===== src/rtl/ucode_seq_wide.sv =====
// ucode_seq_wide: multi-lane microcode sequencer sitting between decode (de1)
// and rename (rn0).
//   IDLE     : decode uops pass straight through, up to and including the first
//              lane that traps to microcode.
//   FETCH    : streams up to WIDTH consecutive ROM rows per cycle until EOM.
//              Trap operands in the rows are replaced by the trapped uop's
//              operands.
//   PDG_RSM  : a ucode branch mispredicted; wait for the ROB to resume, then
//              continue from the restore row.
// Ports:
//   clk, reset                 clock, async active-high reset
//   nuke_rb1                   flush; .nuke_useq clears the pending mispredict
//   rename_ready_rn0           rename takes every valid uc0 lane this cycle
//   oldest_robid               age reference for mispredict ordering
//   resume_fetch_rbx           ROB finished mispredict recovery
//   br_mispred_ex0             ucode branch mispredict (robid, ucbr, restore row)
//   valid_de1 / uinstr_de1     decode lanes (in)
//   de1_consume_cnt            decode lanes consumed this cycle
//   valid_uc0 / uinstr_uc0     lanes sent to rename (out)

package uasm;
    localparam int ROM_AW = 7;
    typedef logic [ROM_AW-1:0] t_rom_addr;
    typedef logic [5:0]        t_rob_id;

    typedef enum logic [2:0] {OP_NONE, OP_REG, OP_TRAP_SRC1, OP_TRAP_SRC2, OP_TRAP_DST} t_optype;

    typedef struct packed {
        t_optype    optype;
        logic [5:0] idx;
    } t_opnd;

    typedef struct packed {
        logic [15:0] pc;
        logic [7:0]  opcode;
        t_opnd       src1;
        t_opnd       src2;
        t_opnd       dst;
        logic        trap_to_ucode;
        t_rom_addr   rom_addr;
        logic        from_ucrom;
        logic        eom;
    } t_uinstr;

    typedef struct packed {
        logic valid;
        logic nuke_useq;
    } t_nuke_pkt;

    typedef struct packed {
        logic      valid;
        t_rob_id   robid;
        logic      ucbr;
        t_rom_addr restore_useq;
    } t_br_mispred_pkt;

    // Ages are measured as distance from the oldest entry, modulo the id space.
    function automatic logic f_robid_a_older_b(t_rob_id a, t_rob_id b, t_rob_id oldest);
        t_rob_id da, db;
        da = a - oldest;
        db = b - oldest;
        return da < db;
    endfunction

    // Microcode ROM contents. Routines end at rows 12, 20 and 63.
    function automatic t_uinstr f_ucrom_row(t_rom_addr r);
        t_uinstr row;
        row        = '0;
        row.opcode = 8'h40 + 8'(r);
        row.src1   = (r[1:0] == 2'd0) ? '{OP_TRAP_SRC1, 6'(r)} : '{OP_REG, 6'(r)};
        row.src2   = (r[2:0] == 3'd5) ? '{OP_TRAP_SRC2, 6'(r)} : '{OP_REG, 6'(r)};
        row.dst    = r[0] ? '{OP_TRAP_DST, 6'(r)} : '{OP_REG, 6'(r + 7'd1)};
        row.eom    = (r == 7'd12) || (r == 7'd20) || (r == 7'd63);
        return row;
    endfunction
endpackage

module ucode_seq_wide import uasm::*; #(
    parameter  int WIDTH    = 2,
    parameter  int ROM_ROWS = 64,
    localparam int CNT_W    = $clog2(WIDTH + 1)
) (
    input  logic                   clk,
    input  logic                   reset,
    input  t_nuke_pkt              nuke_rb1,
    input  logic                   rename_ready_rn0,
    input  t_rob_id                oldest_robid,
    input  logic                   resume_fetch_rbx,
    input  t_br_mispred_pkt        br_mispred_ex0,
    input  logic [WIDTH-1:0]       valid_de1,
    input  t_uinstr [WIDTH-1:0]    uinstr_de1,
    output logic [CNT_W-1:0]       de1_consume_cnt,
    output logic [WIDTH-1:0]       valid_uc0,
    output t_uinstr [WIDTH-1:0]    uinstr_uc0
);
    typedef enum logic [1:0] {UC_IDLE, UC_FETCH, UC_PDG_RSM} t_state;

    localparam logic [ROM_AW:0] ROM_END = (ROM_AW + 1)'(ROM_ROWS);

    t_state    state_q;
    t_rom_addr useq_pc_q;
    logic      pdg_q;
    t_rob_id   pdg_robid_q;
    logic      pdg_ucbr_q;
    t_uinstr   trap_q;

    logic                 mq;
    int                   trap_idx;
    logic                 trap_hit;
    t_uinstr              trap_uop;
    logic [WIDTH-1:0]     fetch_vld;
    t_uinstr [WIDTH-1:0]  fetch_row;
    logic                 eom_emit;
    logic [CNT_W-1:0]     pop;

    function automatic t_opnd f_sub(t_opnd o, t_uinstr tu);
        case (o.optype)
            OP_TRAP_SRC1: return tu.src1;
            OP_TRAP_SRC2: return tu.src2;
            OP_TRAP_DST:  return tu.dst;
            default:      return o;
        endcase
    endfunction

    // A new mispredict is taken unless an older one is already pending.
    assign mq = br_mispred_ex0.valid &
                (~pdg_q | f_robid_a_older_b(br_mispred_ex0.robid, pdg_robid_q, oldest_robid));

    // First valid trapping lane; descending scan leaves the lowest index.
    always_comb begin
        trap_idx = WIDTH;
        trap_hit = 1'b0;
        trap_uop = uinstr_de1[0];
        for (int i = WIDTH - 1; i >= 0; i--) begin
            if (valid_de1[i] && uinstr_de1[i].trap_to_ucode) begin
                trap_idx = i;
                trap_hit = 1'b1;
                trap_uop = uinstr_de1[i];
            end
        end
    end

    // ROM lanes: stop at the first EOM and at the end of the ROM (no wrap).
    always_comb begin
        logic            eom_seen;
        logic [ROM_AW:0] la;
        t_uinstr         row;
        eom_seen  = 1'b0;
        eom_emit  = 1'b0;
        fetch_vld = '0;
        fetch_row = '0;
        for (int i = 0; i < WIDTH; i++) begin
            la                     = {1'b0, useq_pc_q} + (ROM_AW + 1)'(i);
            row                    = f_ucrom_row(la[ROM_AW-1:0]);
            fetch_vld[i]           = (la < ROM_END) && !eom_seen;
            eom_emit               = eom_emit | (fetch_vld[i] & row.eom);
            eom_seen               = eom_seen | row.eom;
            fetch_row[i]           = row;
            fetch_row[i].src1      = f_sub(row.src1, trap_q);
            fetch_row[i].src2      = f_sub(row.src2, trap_q);
            fetch_row[i].dst       = f_sub(row.dst, trap_q);
            fetch_row[i].pc        = trap_q.pc;
            fetch_row[i].from_ucrom = 1'b1;
            fetch_row[i].rom_addr  = la[ROM_AW-1:0];
        end
    end

    always_comb begin
        valid_uc0  = '0;
        uinstr_uc0 = uinstr_de1;
        case (state_q)
            UC_IDLE: begin
                for (int i = 0; i < WIDTH; i++)
                    valid_uc0[i] = valid_de1[i] && (i <= trap_idx);
            end
            UC_FETCH: begin
                valid_uc0  = fetch_vld;
                uinstr_uc0 = fetch_row;
            end
            default: ;
        endcase
        if (mq || reset)
            valid_uc0 = '0;
        pop = '0;
        for (int i = 0; i < WIDTH; i++)
            pop = pop + CNT_W'(valid_uc0[i]);
        de1_consume_cnt = (state_q == UC_IDLE && rename_ready_rn0) ? pop : '0;
    end

    always_ff @(posedge clk or posedge reset) begin
        if (reset) begin
            state_q     <= UC_IDLE;
            useq_pc_q   <= '0;
            pdg_q       <= 1'b0;
            pdg_robid_q <= '0;
            pdg_ucbr_q  <= 1'b0;
            trap_q      <= '0;
        end else begin
            // Mispredict beats a same-cycle nuke.
            if (mq) begin
                pdg_q       <= 1'b1;
                pdg_robid_q <= br_mispred_ex0.robid;
                pdg_ucbr_q  <= br_mispred_ex0.ucbr;
            end else if (nuke_rb1.valid && nuke_rb1.nuke_useq) begin
                pdg_q <= 1'b0;
            end

            if (mq) begin
                useq_pc_q <= br_mispred_ex0.restore_useq;
                state_q   <= UC_PDG_RSM;
            end else begin
                case (state_q)
                    UC_IDLE: if (trap_hit && rename_ready_rn0) begin
                        trap_q    <= trap_uop;
                        useq_pc_q <= trap_uop.rom_addr;
                        state_q   <= UC_FETCH;
                    end
                    UC_FETCH: if (rename_ready_rn0) begin
                        useq_pc_q <= useq_pc_q + t_rom_addr'(pop);
                        if (eom_emit)
                            state_q <= UC_IDLE;
                    end
                    UC_PDG_RSM: if (resume_fetch_rbx)
                        state_q <= pdg_ucbr_q ? UC_FETCH : UC_IDLE;
                    default: state_q <= UC_IDLE;
                endcase
            end
        end
    end

`ifdef ASSERT
    always @(posedge clk)
        if (!reset && state_q == UC_FETCH)
            assert ({1'b0, useq_pc_q} < ROM_END);
`endif
endmodule

===== config.mk =====
export PLATFORM = sky130hd
export DESIGN_NAME = ucode_seq_wide
export DESIGN_NICKNAME = d
export VERILOG_FILES = /design/src/rtl/ucode_seq_wide.sv
export SDC_FILE = /design/constraint.sdc
export NUM_CORES = 1
export LEC_CHECK = 0
export ABC_AREA = 1
export CAP_MARGIN = 25
export CORE_ASPECT_RATIO = 2
export CORE_MARGIN = 3
export CORE_UTILIZATION = 25
export CTS_CLUSTER_DIAMETER = 80
export DETAILED_ROUTE_END_ITERATION = 8
export PLACE_DENSITY_LB_ADDON = 0.08
export SKIP_CTS_REPAIR_TIMING = 1
export SYNTH_ARGS = -nofsm -noshare
export SYNTH_HDL_FRONTEND = slang
export SYNTH_SLANG_ARGS = --single-unit

===== constraint.sdc =====
create_clock -name clk -period 6.85 [get_ports clk]
set_input_delay 2.055 -clock clk [delete_from_list [all_inputs] [get_ports clk]]
set_output_delay 2.055 -clock clk [all_outputs]
set_load 0.005 [all_outputs]

Word level (Yosys, flattened, before mapping)
Index checks and enable logic that the tools add are counted.

Register bits after elaboration: 60. Bits of input ports: 151. Output and inout port bits: 126. Logic and storage cells: 122.

$add $sub $neg: 9. Order comparisons: 5. Equality and inequality tests: 32. Multiplexer cells: 35. Bitwise operators: 7. Reduce and logical (&&, ||, !) cells: 22.

Operators with widths (count): 9-bit one-hot mux with 3 select lines (6); 122-bit 2-to-1 mux (1); 61-bit 2-to-1 mux (2); 1-bit by 32-bit less-or-equal comparator with 1-bit output (first input constant) (1); 2-bit by 32-bit less-or-equal comparator with 1-bit output (first input constant) (1); 32-bit 2-to-1 mux (1); 8-bit 2-to-1 mux (4); 7-bit 2-to-1 mux (3); 2-bit == test (second input constant) (9); 9-bit 2-to-1 mux (2); 7-bit by 7-bit adder with 8-bit output (first input constant) (2); 2-bit 2-to-1 mux (8); 7-bit by 4-bit == test with 1-bit output (second input constant) (2); 7-bit by 5-bit == test with 1-bit output (second input constant) (2); 7-bit by 6-bit == test with 1-bit output (second input constant) (2); 7-bit one-hot mux with 2 select lines (1); 6-bit by 1-bit adder with 6-bit output (second input constant) (2); 2-bit by 3-bit == test with 1-bit output (second input constant) (4); 3-bit by 2-bit == test with 1-bit output (second input constant) (4); 3-bit == test (second input constant) (4); 6-bit subtractor (2); 3-bit != test (second input constant) (3); 7-bit by 1-bit adder with 8-bit output (second input constant) (1); 1-bit logical AND (8); other kinds (20) (35).

Longest topological paths before layout
Gate-level depths: netlist (run 1).

Word-level depth: 12. Mapped depth: 32. Mapped depth without buffers: 30.

Least setup slack after synthesis (run 1)
OpenSTA, ideal clock, no wires.

Path type: in2out. From: input oldest_robid[2]. To: output de1_consume_cnt[0]. Arrival: 4.710 ns. Data required time: 4.795 ns. Setup slack: 0.085 ns. Stages on the path: 22. Path buffers: 2. Path through: inv_1 ha_1 a21oi_1 nand2_1 nand2_1 nand2_1 a21oi_1 xor2_1 ha_1 nand2_1 nor2_1 nand2_1 nand3_1 nand2_1 nand2_2 buf_6 buf_2 nand2_1 a21oi_1 ha_1 inv_1 nor2_1.

Cells in the longest elaborated chain, start to end: 8. Elaborated cells between the ends (all ways): 9. Classes of those cells: 3 x add/sub; 1 x order compare; 2 x mux; 2 x bitwise; 1 x reduce/logical.

Ends and longest elaborated chain: start: declaration (line 87) `input t_rob_id oldest_robid,`; 6-bit subtractor, on equally long branches (line 60, 61); 6-bit less-than comparator * (line 62) `return da < db;`; 1-bit bitwise OR * (line 127) `(~pdg_q | f_robid_a_older_b(br_mispred_ex0.robid, pdg_robid_q, oldest_robid));`; 1-bit bitwise AND * (line 126) `assign mq = br_mispred_ex0.valid &`; 1-bit logical OR * (line 182) `if (mq || reset)`; 2-bit 2-to-1 mux * (line 182); via valid_uc0[0] (line 93) `output logic [WIDTH-1:0] valid_uc0,`; 1-bit by 1-bit adder with 2-bit output * (line 186) `pop = pop + CNT_W'(valid_uc0[i]);`; 2-bit 2-to-1 mux * (line 187) `de1_consume_cnt = (state_q == UC_IDLE && rename_ready_rn0) ? pop : '0;`; end: declaration (line 92) `output logic [CNT_W-1:0] de1_consume_cnt,`.

The timed path passes the listed nets; every way through them passes the cells marked *.

Final worst setup path (run 1)
From: input oldest_robid[2]. To: output de1_consume_cnt[0].

Cells in the longest elaborated chain, start to end: 8. Elaborated cells between the ends (all ways): 9. Classes of those cells: 3 x add/sub; 1 x order compare; 2 x mux; 2 x bitwise; 1 x reduce/logical.

Ends and longest elaborated chain (line): 6-bit subtractor, on equally long branches (60, 61); 6-bit less-than comparator * (62); 1-bit bitwise OR * (127); 1-bit bitwise AND * (126); 1-bit logical OR * (182); 2-bit 2-to-1 mux * (182); 1-bit by 1-bit adder with 2-bit output * (186); 2-bit 2-to-1 mux * (187).

Mark *: on every way between the ends. The rest lies on a longest branch, timed or not.

==> results.json, run 1 <==
{
  "layout.nets": 1351,
  "combPwrFrac": 0.669,
  "async_reset_ff_frac": 1.000,
  "clock_latency_ns": 0.34,
  "yosys-top-cells-area": "dfrtp_1 27%, nand2_1 20%, o21ai_0 11%",
  "synthTopCellsByCount": "298 x nand2_1, 119 x o21ai_0, 110 x inv_1, 60 x dfrtp_1, 60 x nor2_1",
  "power_density_nw_per_um2": 364.5,
  "cts_buffers": 9,
  "crit_path_max_fanout": 3,
  "grt_max_degree": 86,
  "clock_sinks": 60,
  "setup_slack_ns": 0.1820,
  "syn_area_um2": 5648,
  "reg2regPathDepth": 21,
  "portBuffers": 276,
  "diodes": 0,
  "finalSetupViolCount": 0,
  "cp-start-kind": "input pin",
  "crit_path_end_kind": "output pin",
  "max-vdd-ir-drop_uv": 174.8,
  "fin_crit_sh": 0.9734,
  "grt_util_all_layers": 0.2065,
  "clock-root-buffer": "clkbuf_16",
  "grt_pass1_wl_um": 39160,
  "postRouteAntennaNets": 0,
  "seqPwrFrac": 0.198,
  "netlist_instances": 902,
  "p_clk_frac": 0.133,
  "core-area_um2": 22160,
  "drc": 0,
  "path_clk_slew_ns": 0.05,
  "die_y_um": 218.6,
  "yosys_warnings": 0,
  "syn2layout_area_growth_pct": 63.38,
  "cap_violations": 0,
  "finalClockSkew_ns": 0.01124,
  "num_rows": 77,
  "synthDistinctLibCells": 36,
  "arrival_ns": 4.61,
  "clockBufferDepth": 2,
  "slew_violations": 0,
  "drive_gt1_frac": 0.09253,
  "io_pins": 277,
  "synth_top_area_share": 0.2658,
  "routed_wl_um": 25820,
  "netSwitchingFraction": 0.4484,
  "tightest_slew_ns": 0.8757,
  "synth_edf_count": 0,
  "synth_flop_cell": "dfrtp_1",
  "vias_per_cell": 4.734,
  "post-place-ws_ns": -0.7635,
  "min_path_type": "reg -> reg",
  "syn_area_per_cell_um2": 6.262,
  "power_leakage_nw": 4.273,
  "drtIter0Drc": 252,
  "hold_viol": 0,
  "gp_congestion": 0.8321,
  "crit_type": "in -> out",
  "yosysSeqAreaShare": 0.2658,
  "grt_pass1_vias": 7017,
  "grt_antenna_before_repair": 0,
  "cts_tree": "yes",
  "wl_per_cell_um": 17.76,
  "p_int_mw": 1.855,
  "period_minus_slack_ns": 6.668,
  "holdPathStages": 2,
  "p_sw_mw": 1.508,
  "synthesis.nets": 1079,
  "firstDrtPassIters": 4,
  "overflow": 0,
  "timing.fmax_ghz": 0.1500,
  "relSlewSlack": 0.4162,
  "synth_top_area_cell": "dfrtp_1",
  "vias": 6883,
  "die_x_um": 112.3,
  "status": "finished, final reports clean",
  "crit_required_ns": 4.80,
  "start_util": 0.2549,
  "power.total_mw": 3.363,
  "htree_levels": 3,
  "place_hpwl_um": 20120,
  "synth_seq_cells": 60,
  "die_area_um2": 24540,
  "post-synth-top-count-cell": "nand2_1"
}
## layout by cell type, fill, tap and decap left out, types with 9 or more instances in the layout
| cell | instances |
|---|---|
| nand2_1 | 293 |
| clkdlybuf4s50_1 | 264 |
| o21ai_0 | 118 |
| inv_1 | 103 |
| dfrtp_1 | 60 |
| nor2_1 | 56 |
| buf_4 | 34 |
| o21a_1 | 32 |
| a21oi_1 | 22 |
| nand3_1 | 19 |
| o211ai_1 | 17 |
| ha_1 | 17 |
| o21ai_1 | 11 |
| dlymetal6s2s_1 | 11 |
| o221ai_1 | 10 |
| nand2_2 | 9 |
| nor2_2 | 9 |
| o22ai_1 | 9 |
| clkbuf_16 | 9 |
## power by group through the flow
stage               sequential [mW]  combinational [mW]  clock, mW
CTS                           0.664                2.25      0.463
global placement              0.665                2.23          0
finish                        0.665                2.25      0.448
global route                  0.688                2.51      0.474
floorplan                     0.626                1.16          0
detailed placement            0.670                2.24          0
## cells by family (layout without fill, tap and decap cells)
logic type      count (synthesis)  after routing  synth area share
xor+xnor                       10             10           0.01551
fa+ha+maj                      26             26           0.06026
buf+inv                       164            440            0.1261
simple gates                  407            407            0.2893
compound gates                235            235            0.2430
flops                          60             60            0.2658
## per-layer routing
layer	part of all wire	track usage	up-vias
met5	0	0	-
met4	0.021	0.06378	0
met3	0.046	0.03325	30
met2	0.58	0.4196	210
met1	0.36	0.2082	3186
li1	-	-	3457
## worst max-delay path: stages
cell and delay [ns]:
dlymetal6s2s_1 0.13, inv_2 0.10, ha_4 0.22, a21oi_2 0.14
nand2_2 0.08, a21oi_2 0.15, nor2_2 0.06, nor2_2 0.11
xor2_1 0.16, ha_1 0.27, a21oi_1 0.18, nand3_2 0.15
nand2_2 0.10, nand2_2 0.07, nand2_4 0.09, nor2_4 0.05
ha_4 0.28, inv_2 0.03, nor2_2 0.08, buf_2 0.11
## per-stage QoR
stage	cell area, um2	TNS [ns]	utilization	std cells	hold slack, ns
2_1_floorplan	5648	0	-	902	0.4384
6_report	9228	0	0.4164	1454	0.4744
4_1_cts	9037	-2.466	0.4078	1451	0.4834
3_5_place_dp	8748	-2.396	0.3948	1436	0.4697
3_3_place_gp	8748	-2.220	0.3948	1436	0.4647
5_1_grt	9228	-0.02916	0.4164	1454	0.4973
## final cells by class
| type | instances | area (um2) |
|---|---|---|
| flip-flops and latches | 60 | 1501 |
| well taps | 276 | 345.3 |
| multi-input cells | 678 | 3585 |
| clock inverters | 1 | 5.005 |
| fillers | 2401 | 12930 |
| inverters | 113 | 426.7 |
| repair buffers | 312 | 3080 |
| clock buffers | 14 | 284.0 |
## sequential cells by signal, indices dropped and copies added, names as in the netlist
signal and cells:
fetch_row 16, pdg_q 1, pdg_robid_q 6, pdg_ucbr_q 1
state_q 2, trap_q 27, useq_pc_q 7
## path summary, 6_finish.rpt
path	start	to	slack, ns
max in group asynchronous	reset	fetch_row[50]	3.68
hold / removal	pdg_ucbr_q	pdg_ucbr_q	0.47
min in group asynchronous	reset	pdg_robid_q[0]	2.20
setup reg to reg	state_q[0]	useq_pc_q[6]	2.38
setup / recovery	oldest_robid[2]	de1_consume_cnt[0]	0.18
hold reg to reg	pdg_ucbr_q	pdg_ucbr_q	0.47
Note: power is estimated with default switching activity, not from simulation.
==> run 2, diff against run 1 <==
CTS_CLUSTER_SIZE = 40   (was not set)
==> results of run 2 <==
Final layout, timing and power as in run 1 (identical DEF).
